### src/rtl/pipeline_hazard_ctrl.sv
// Stall/flush sequencer for the 5-stage pipeline: load-use bubbles, taken-branch
// flushes, multi-cycle data-memory freezes with a sticky timeout halt, and perf counters.
module pipeline_hazard_ctrl #(
    parameter int REG_W       = 5,
    parameter int CNT_W       = 16,
    parameter int MEM_TIMEOUT = 15
) (
    input  logic             clk,
    input  logic             rst,
    input  logic [REG_W-1:0] id_rn,
    input  logic [REG_W-1:0] id_rm,
    input  logic             id_uses_rm,
    input  logic [REG_W-1:0] ex_rd,
    input  logic             ex_memRead,
    input  logic             ex_br_taken,
    input  logic             mem_req,
    input  logic             mem_ack,
    output logic             pc_en,
    output logic             ifid_en,
    output logic             ifid_flush,
    output logic             idex_en,
    output logic             idex_bubble,
    output logic             exmem_en,
    output logic             memwb_bubble,
    output logic             halted,
    output logic [CNT_W-1:0] stall_cnt,
    output logic [CNT_W-1:0] flush_cnt
);

    typedef enum logic [1:0] {
        RUN      = 2'd0,
        MEM_WAIT = 2'd1,
        HALT     = 2'd2
    } state_e;

    localparam logic [REG_W-1:0] XZR     = REG_W'(31);
    localparam logic [7:0]       TIMEOUT = 8'(MEM_TIMEOUT);

    state_e           state_q, state_d;
    logic [7:0]       wait_cnt_q, wait_cnt_d;
    logic [CNT_W-1:0] stall_cnt_q, stall_cnt_d;
    logic [CNT_W-1:0] flush_cnt_q, flush_cnt_d;
    logic             load_use;
    logic             mem_miss;
    logic             br_flush;

    assign load_use = ex_memRead && (ex_rd != XZR) &&
                      ((ex_rd == id_rn) || (id_uses_rm && (ex_rd == id_rm)));
    assign mem_miss = mem_req && !mem_ack;

    always_comb begin
        // NOTE: every output of this block gets a default first, so no path can infer a latch.
        pc_en        = 1'b1;
        ifid_en      = 1'b1;
        ifid_flush   = 1'b0;
        idex_en      = 1'b1;
        idex_bubble  = 1'b0;
        exmem_en     = 1'b1;
        memwb_bubble = 1'b0;
        br_flush     = 1'b0;
        state_d      = state_q;
        wait_cnt_d   = wait_cnt_q;

        unique case (state_q)
            RUN: begin
                if (mem_miss) begin
                    pc_en        = 1'b0;
                    ifid_en      = 1'b0;
                    idex_en      = 1'b0;
                    exmem_en     = 1'b0;
                    memwb_bubble = 1'b1;
                    wait_cnt_d   = 8'd1;
                    state_d      = (TIMEOUT <= 8'd1) ? HALT : MEM_WAIT;
                end else if (ex_br_taken) begin
                    ifid_flush  = 1'b1;
                    idex_bubble = 1'b1;
                    br_flush    = 1'b1;
                end else if (load_use) begin
                    pc_en       = 1'b0;
                    ifid_en     = 1'b0;
                    idex_bubble = 1'b1;
                end
            end
            MEM_WAIT: begin
                // The ack cycle itself releases the pipeline; held EX/ID events are seen next cycle.
                if (mem_ack) begin
                    state_d    = RUN;
                    wait_cnt_d = 8'd0;
                end else begin
                    pc_en        = 1'b0;
                    ifid_en      = 1'b0;
                    idex_en      = 1'b0;
                    exmem_en     = 1'b0;
                    memwb_bubble = 1'b1;
                    wait_cnt_d   = wait_cnt_q + 8'd1;
                    if (wait_cnt_d >= TIMEOUT) state_d = HALT;
                end
            end
            HALT: begin
                pc_en        = 1'b0;
                ifid_en      = 1'b0;
                idex_en      = 1'b0;
                exmem_en     = 1'b0;
                memwb_bubble = 1'b1;
            end
            default: state_d = RUN;
        endcase

        stall_cnt_d = stall_cnt_q;
        if (!pc_en && (stall_cnt_q != '1)) stall_cnt_d = stall_cnt_q + CNT_W'(1);
        flush_cnt_d = flush_cnt_q;
        if (br_flush && (flush_cnt_q != '1)) flush_cnt_d = flush_cnt_q + CNT_W'(1);

        // Reset overrides every control so nothing advances while it is held.
        if (rst) begin
            pc_en        = 1'b0;
            ifid_en      = 1'b0;
            idex_en      = 1'b0;
            exmem_en     = 1'b0;
            ifid_flush   = 1'b1;
            idex_bubble  = 1'b1;
            memwb_bubble = 1'b1;
        end
    end

    always_ff @(posedge clk) begin
        // NOTE: state flops use non-blocking assignment so all registers update from pre-edge values.
        if (rst) begin
            state_q     <= RUN;
            wait_cnt_q  <= 8'd0;
            stall_cnt_q <= '0;
            flush_cnt_q <= '0;
        end else begin
            state_q     <= state_d;
            wait_cnt_q  <= wait_cnt_d;
            stall_cnt_q <= stall_cnt_d;
            flush_cnt_q <= flush_cnt_d;
        end
    end

    assign halted    = (state_q == HALT);
    assign stall_cnt = stall_cnt_q;
    assign flush_cnt = flush_cnt_q;

endmodule

### config.mk
export PLATFORM = sky130hd
export DESIGN_NAME = pipeline_hazard_ctrl
export DESIGN_NICKNAME = d
export VERILOG_FILES = /design/src/rtl/pipeline_hazard_ctrl.sv
export SDC_FILE = /design/constraint.sdc
export NUM_CORES = 1
export LEC_CHECK = 0
export BUFFER_PORTS_ARGS = -buffer_cell sky130_fd_sc_hd__buf_4
export CAP_MARGIN = 20
export CORE_UTILIZATION = 30
export CTS_BUF_LIST = sky130_fd_sc_hd__clkbuf_4 sky130_fd_sc_hd__clkbuf_8
export CTS_CLUSTER_SIZE = 20
export DETAILED_ROUTE_END_ITERATION = 10
export SYNTH_ARGS = -nofsm -noshare
export SYNTH_HDL_FRONTEND = slang
export SYNTH_SLANG_ARGS = --single-unit
export TNS_END_PERCENT = 10
### constraint.sdc
create_clock -name clk -period 2.5 [get_ports clk]
set_input_delay 0.5 -clock clk [delete_from_list [all_inputs] [get_ports clk]]
set_output_delay 0.5 -clock clk [all_outputs]
set_load 0.05 [all_outputs]
== Word level (Yosys, flattened, before mapping) ==
Cells that the tools add are included.

* Output and inout port bits: 40
* Word-level logic and storage cells: 60
* Register bits after elaboration: 42

* $lt $le $gt $ge: 1
* Equality and inequality tests: 9
* Bitwise gates (word level): 1
* Add/subtract/negate cells: 3
* Reductions and logical operators: 13
* Muxes and demuxes: 29

{| class="wikitable"
|+ Operator list
! cell !! number
|-
| adder 16 x 1 -> 16 bit (second input constant) || 2
|-
| inequality test 16 bit (second input constant) || 2
|-
| 2-to-1 mux 1 bit || 19
|-
| 2-to-1 mux 8 bit || 2
|-
| case mux 8 bit (2 select lines) || 1
|-
| equality test 5 bit || 2
|-
| case mux 1 bit (3 select lines) || 3
|-
| adder 8 x 1 -> 8 bit (second input constant) || 1
|-
| >= comparator 8 x 4 -> 1 bit (second input constant) || 1
|-
| logical AND 1 bit || 6
|-
| 2-to-1 mux 2 bit || 3
|-
| case mux 2 bit (3 select lines) || 1
|-
| inequality test 5 bit (second input constant) || 1
|-
| inequality test 3 bit (second input constant) || 1
|-
| AND reduction 3 bit || 1
|-
| equality test 2 x 1 -> 1 bit (second input constant) || 1
|-
| equality test 2 bit (second input constant) || 1
|-
| logical NOT 1 bit || 2
|-
| logical NOT 2 bit || 1
|-
| inequality test 2 bit (second input constant) || 1
|-
| AND reduction 2 bit || 1
|-
| nonzero test 2 bit || 1
|-
| logical OR 1 bit || 1
|-
| inverter 1 bit || 1
|}

== Logic depth before layout (Yosys ltp) ==
* Depth after elaboration: 10
* Gate-level depth with buffers: 9

== Worst setup path after synthesis ==
No wires, ideal clock.

* Kind: register to output
* Start point: register state_q[1]
* End point: output port pc_en
* Data required time: 2.000 ns
* Arrival time: 3.294 ns
* Setup slack: -1.294 ns
* Cell stages (with the launch flop): 7
* Cell sequence: dfxtp_1 > nor2b_2 > o21bai_1 > nor2_1 > inv_1 > a21oi_1 > buf_4

* Longest elaborated chain between the ends: 3
* Elaborated cells between the ends (all ways): 5
* Classes of those cells: eq/ne (2); mux (2); reduce/logical (1)

{| class="wikitable"
|+ RTL lines
! what !! line !! source
|-
| start, declared || 39 || <nowiki>state_e state_q, state_d;</nowiki>
|-
| start signal, assigned || 134 || <nowiki>state_q <= state_d;</nowiki>
|-
| equality test 2 bit || - ||
|-
| named net halted || 25 || <nowiki>output logic halted,</nowiki>
|-
| case mux 1 bit (3 select lines) || 64 || <nowiki>unique case (state_q)</nowiki>
|-
| 2-to-1 mux 1 bit || 115 || <nowiki>if (rst) begin</nowiki>
|-
| end, declared || 18 || <nowiki>output logic pc_en,</nowiki>
|}

The timed path passes the listed nets, and every way through them passes these cells.

== Final worst setup path ==
* Start point: input port mem_req
* End point: output port idex_bubble

* Longest elaborated chain between the ends: 4

{| class="wikitable"
|+ RTL lines
! what !! line !! source
|-
| start, declared || 16 || <nowiki>input logic mem_req,</nowiki>
|-
| logical AND 1 bit || 49 || <nowiki>assign mem_miss = mem_req && !mem_ack;</nowiki>
|-
| 2-to-1 mux 1 bit || 66 || <nowiki>if (mem_miss) begin</nowiki>
|-
| 2-to-1 mux 1 bit || 64 ||
|-
| 2-to-1 mux 1 bit || 115 ||
|-
| end, declared || 22 || <nowiki>output logic idex_bubble,</nowiki>
|}

No other way between the ends.

==> key figures <==
Outcome
  – Status: completed

Timing
  – Worst slew pin tran: 0.5659 ns
  – RSZ-0062 raised after global routing: false
  – Final clock skew: 0.003739 ns
  – Slew headroom: 62.23%
  – Final period utilization: 90.27%
  – Post-layout min period: 2.257 ns
  – Final Hold Vio Count: 0
  – Setup violations, final: 0
  – Fmax achieved: 0.4431 GHz
  – Max-slew violation count: 0

CTS
  – CTS H-tree depth: 2
  – Setup bufs post-CTS: 0
  – Clock slew at reported path FFs: 0.08 ns
  – CTS Hold Bufs: 0
  – Worst skew pair latency: 0.29 ns
  – Clock Path Buffers: 2
  – CTS buffer count: 5
  – CTS tree: built
  – CTS Sinks: 42
  – PostCTS Resize Cnt: 0
  – CTS root buffer: clkbuf_8

Worst setup path
  – Critical Path RT: 2.00 ns
  – Worst Path Class, Setup: in2out
  – Crit path max fanout: 5
  – CP arrival: 1.76 ns
  – Worst setup EP type: output port
  – CP Launch Type: input port

Layout
  – Most common cell after layout, fill and taps aside: buf_4
  – Fin cells: 452
  – Most frequent cells in the layout: 64 x buf_4, 40 x dfxtp_1, 38 x nor2_1
  – Area grow syn2layout: 28.09%
  – Proportion of layout cells with a drive suffix above 1: 25.50%
  – Nets: 378
  – Ant. Diodes: 0

Die
  – Rows: 31
  – DIE AREA: 8182 sq um
  – Starting density of the core: 31.68%
  – Die X: 90.46 microns
  – Die height: 90.46 microns
  – Core Region: 7408 sq um
  – I/O pin count: 62

Detailed routing
  – Vias: 2,267
  – Post-Route WL: 5624 microns
  – DR iter-0 viols: 72
  – Antenna-violating nets left: 0
  – DRT Pass-1 Iters: 4
  – DR DRC count: 0
  – Vias/cell: 5.015
  – Post-DR wirelength/cell: 12.44 microns

Synth
  – Ys async rst share: 0%
  – Post-Syn Area: 2347 sq um
  – Post-synth EDFFs: 0
  – Post-synth net total: 319
  – Largest cells by area after synthesis: dfxtp_1 36%, xnor2_1 7.5%, nor2_1 6.4%
  – Syn Inst Count: 293
  – Yosys Warn Count: 0
  – Post-synth top flop: dfxtp_1
  – Post-synthesis sequential area ratio: 35.82%
  – Share of the synthesized area in the top cell type: 35.82%
  – Yosys reg bits: 42
  – Post-synthesis cell type count: 47
  – Mean area per synthesized cell: 8.011 sq um
  – Area leader, netlist: dfxtp_1

Global routing
  – Global-route wire length before repair: 9784 microns
  – Total track usage: 14.47%
  – Antenna violations before repair: 0
  – Vias in the first global route: 2,121
  – Gr ovfl total: 0
  – Largest net degree at the start of global routing: 29

Power
  – Total power draw: 1.405 mW
  – Pwr Density: 467.4 nW/um^2
  – Peak supply drop: 0.1853 mV
  – Leakage power: 1.162 nW

Placed design
  – Port-buffer cells: 61
  – DP Cell Count: 444
  – Routability cong.: 0.7887
  – DP Wirelength: 4273 microns

Run
  – Total of max-cap violations: 0

Hold path
  – Hold Path Class: reg2reg
==> synthesized netlist by cell type, types with 3 or more instances <==
master	count
and3_1	5
xor2_1	7
nand3_1	13
xnor2_1	20
inv_1	7
buf_6	3
nor2_1	40
ha_1	4
clkbuf_1	4
or3_1	14
o21ai_1	9
dfxtp_1	42
a21oi_1	24
nand2_1	26
nand4_1	11
and4_1	4
and3_2	3
o21ai_0	13
nor4_1	7
==> metal layers <==
layer  share of wire, %  global-route usage [%]  vias to the layer above
met3                4.4                   2.694                        5
met5                  0                       0                        -
met2                 46                   24.11                       54
li1                   -                       -                     1167
met4                1.1                   4.570                        0
met1                 48                   18.81                     1041
==> worst paths after layout <==
path | from | end | slack [ns] | cells after the start
hold / removal | stall_cnt[8] | stall_cnt[8] | 0.50 | 2
hold reg to reg | stall_cnt[8] | stall_cnt[8] | 0.50 | 2
setup reg to reg | stall_cnt[0] | stall_cnt[1] | 0.50 | 8
setup / recovery | mem_req | idex_bubble | 0.24 | 6
==> critical path, cell delays in order <==
cell	delay (ns)
buf_4	0.10
nor2b_1	0.23
and3b_1	0.26
or2_2	0.30
a21o_1	0.17
buf_4	0.19
==> stage by stage <==
step | TNS, ns | worst slack [ns] | area, sq um | util [%] | hold slack (ns)
finish | 0 | 0.2432 | 3007 | 40.58 | 0.5039
CTS | 0 | 0.2414 | 3007 | 40.58 | 0.5069
floorplan | -0.1032 | -0.1032 | 2402 | - | 0.4858
detailed placement | 0 | 0.2586 | 2912 | 39.30 | 0.4955
global route | 0 | 0.1716 | 3007 | 40.58 | 0.5406
global placement | 0 | 0.2521 | 2912 | 39.30 | 0.4804
==> state kept, by name, indices dropped and copies added, names as in the netlist <==
register,flops
wait_cnt_q,8
flush_cnt,16
state_q,2
stall_cnt,16
==> area by class of cell <==
| class | instances | area [sq um] |
|---|---|---|
| well taps | 99 | 123.9 |
| repair buffers | 64 | 480.5 |
| fillers | 770 | 4402 |
| inverters | 7 | 30.03 |
| clock inverters | 2 | 12.51 |
| multi-input cells | 232 | 1434 |
| flip-flops and latches | 42 | 843.3 |
| clock buffers | 6 | 82.58 |
==> report_power, final <==
group | switching (mW) | internal [mW]
sequential | 0.0169 | 0.679
clock | 0.234 | 0.222
combinational | 0.158 | 0.0949
total | 0.409 | 0.996
==> kinds of logic after synthesis <==
| logic type | synth area share (%) |
|---|---|
| AO/OA/AOI/OAI | 17.38 |
| XOR/XNOR | 10.07 |
| adder cells (fa/ha/maj) | 2.132 |
| buffers and inverters | 5.010 |
| flip-flops | 35.82 |
| multiplexers | 0.8529 |
| AND/OR/NAND/NOR | 28.73 |
Power figures use the tool's default switching activity.
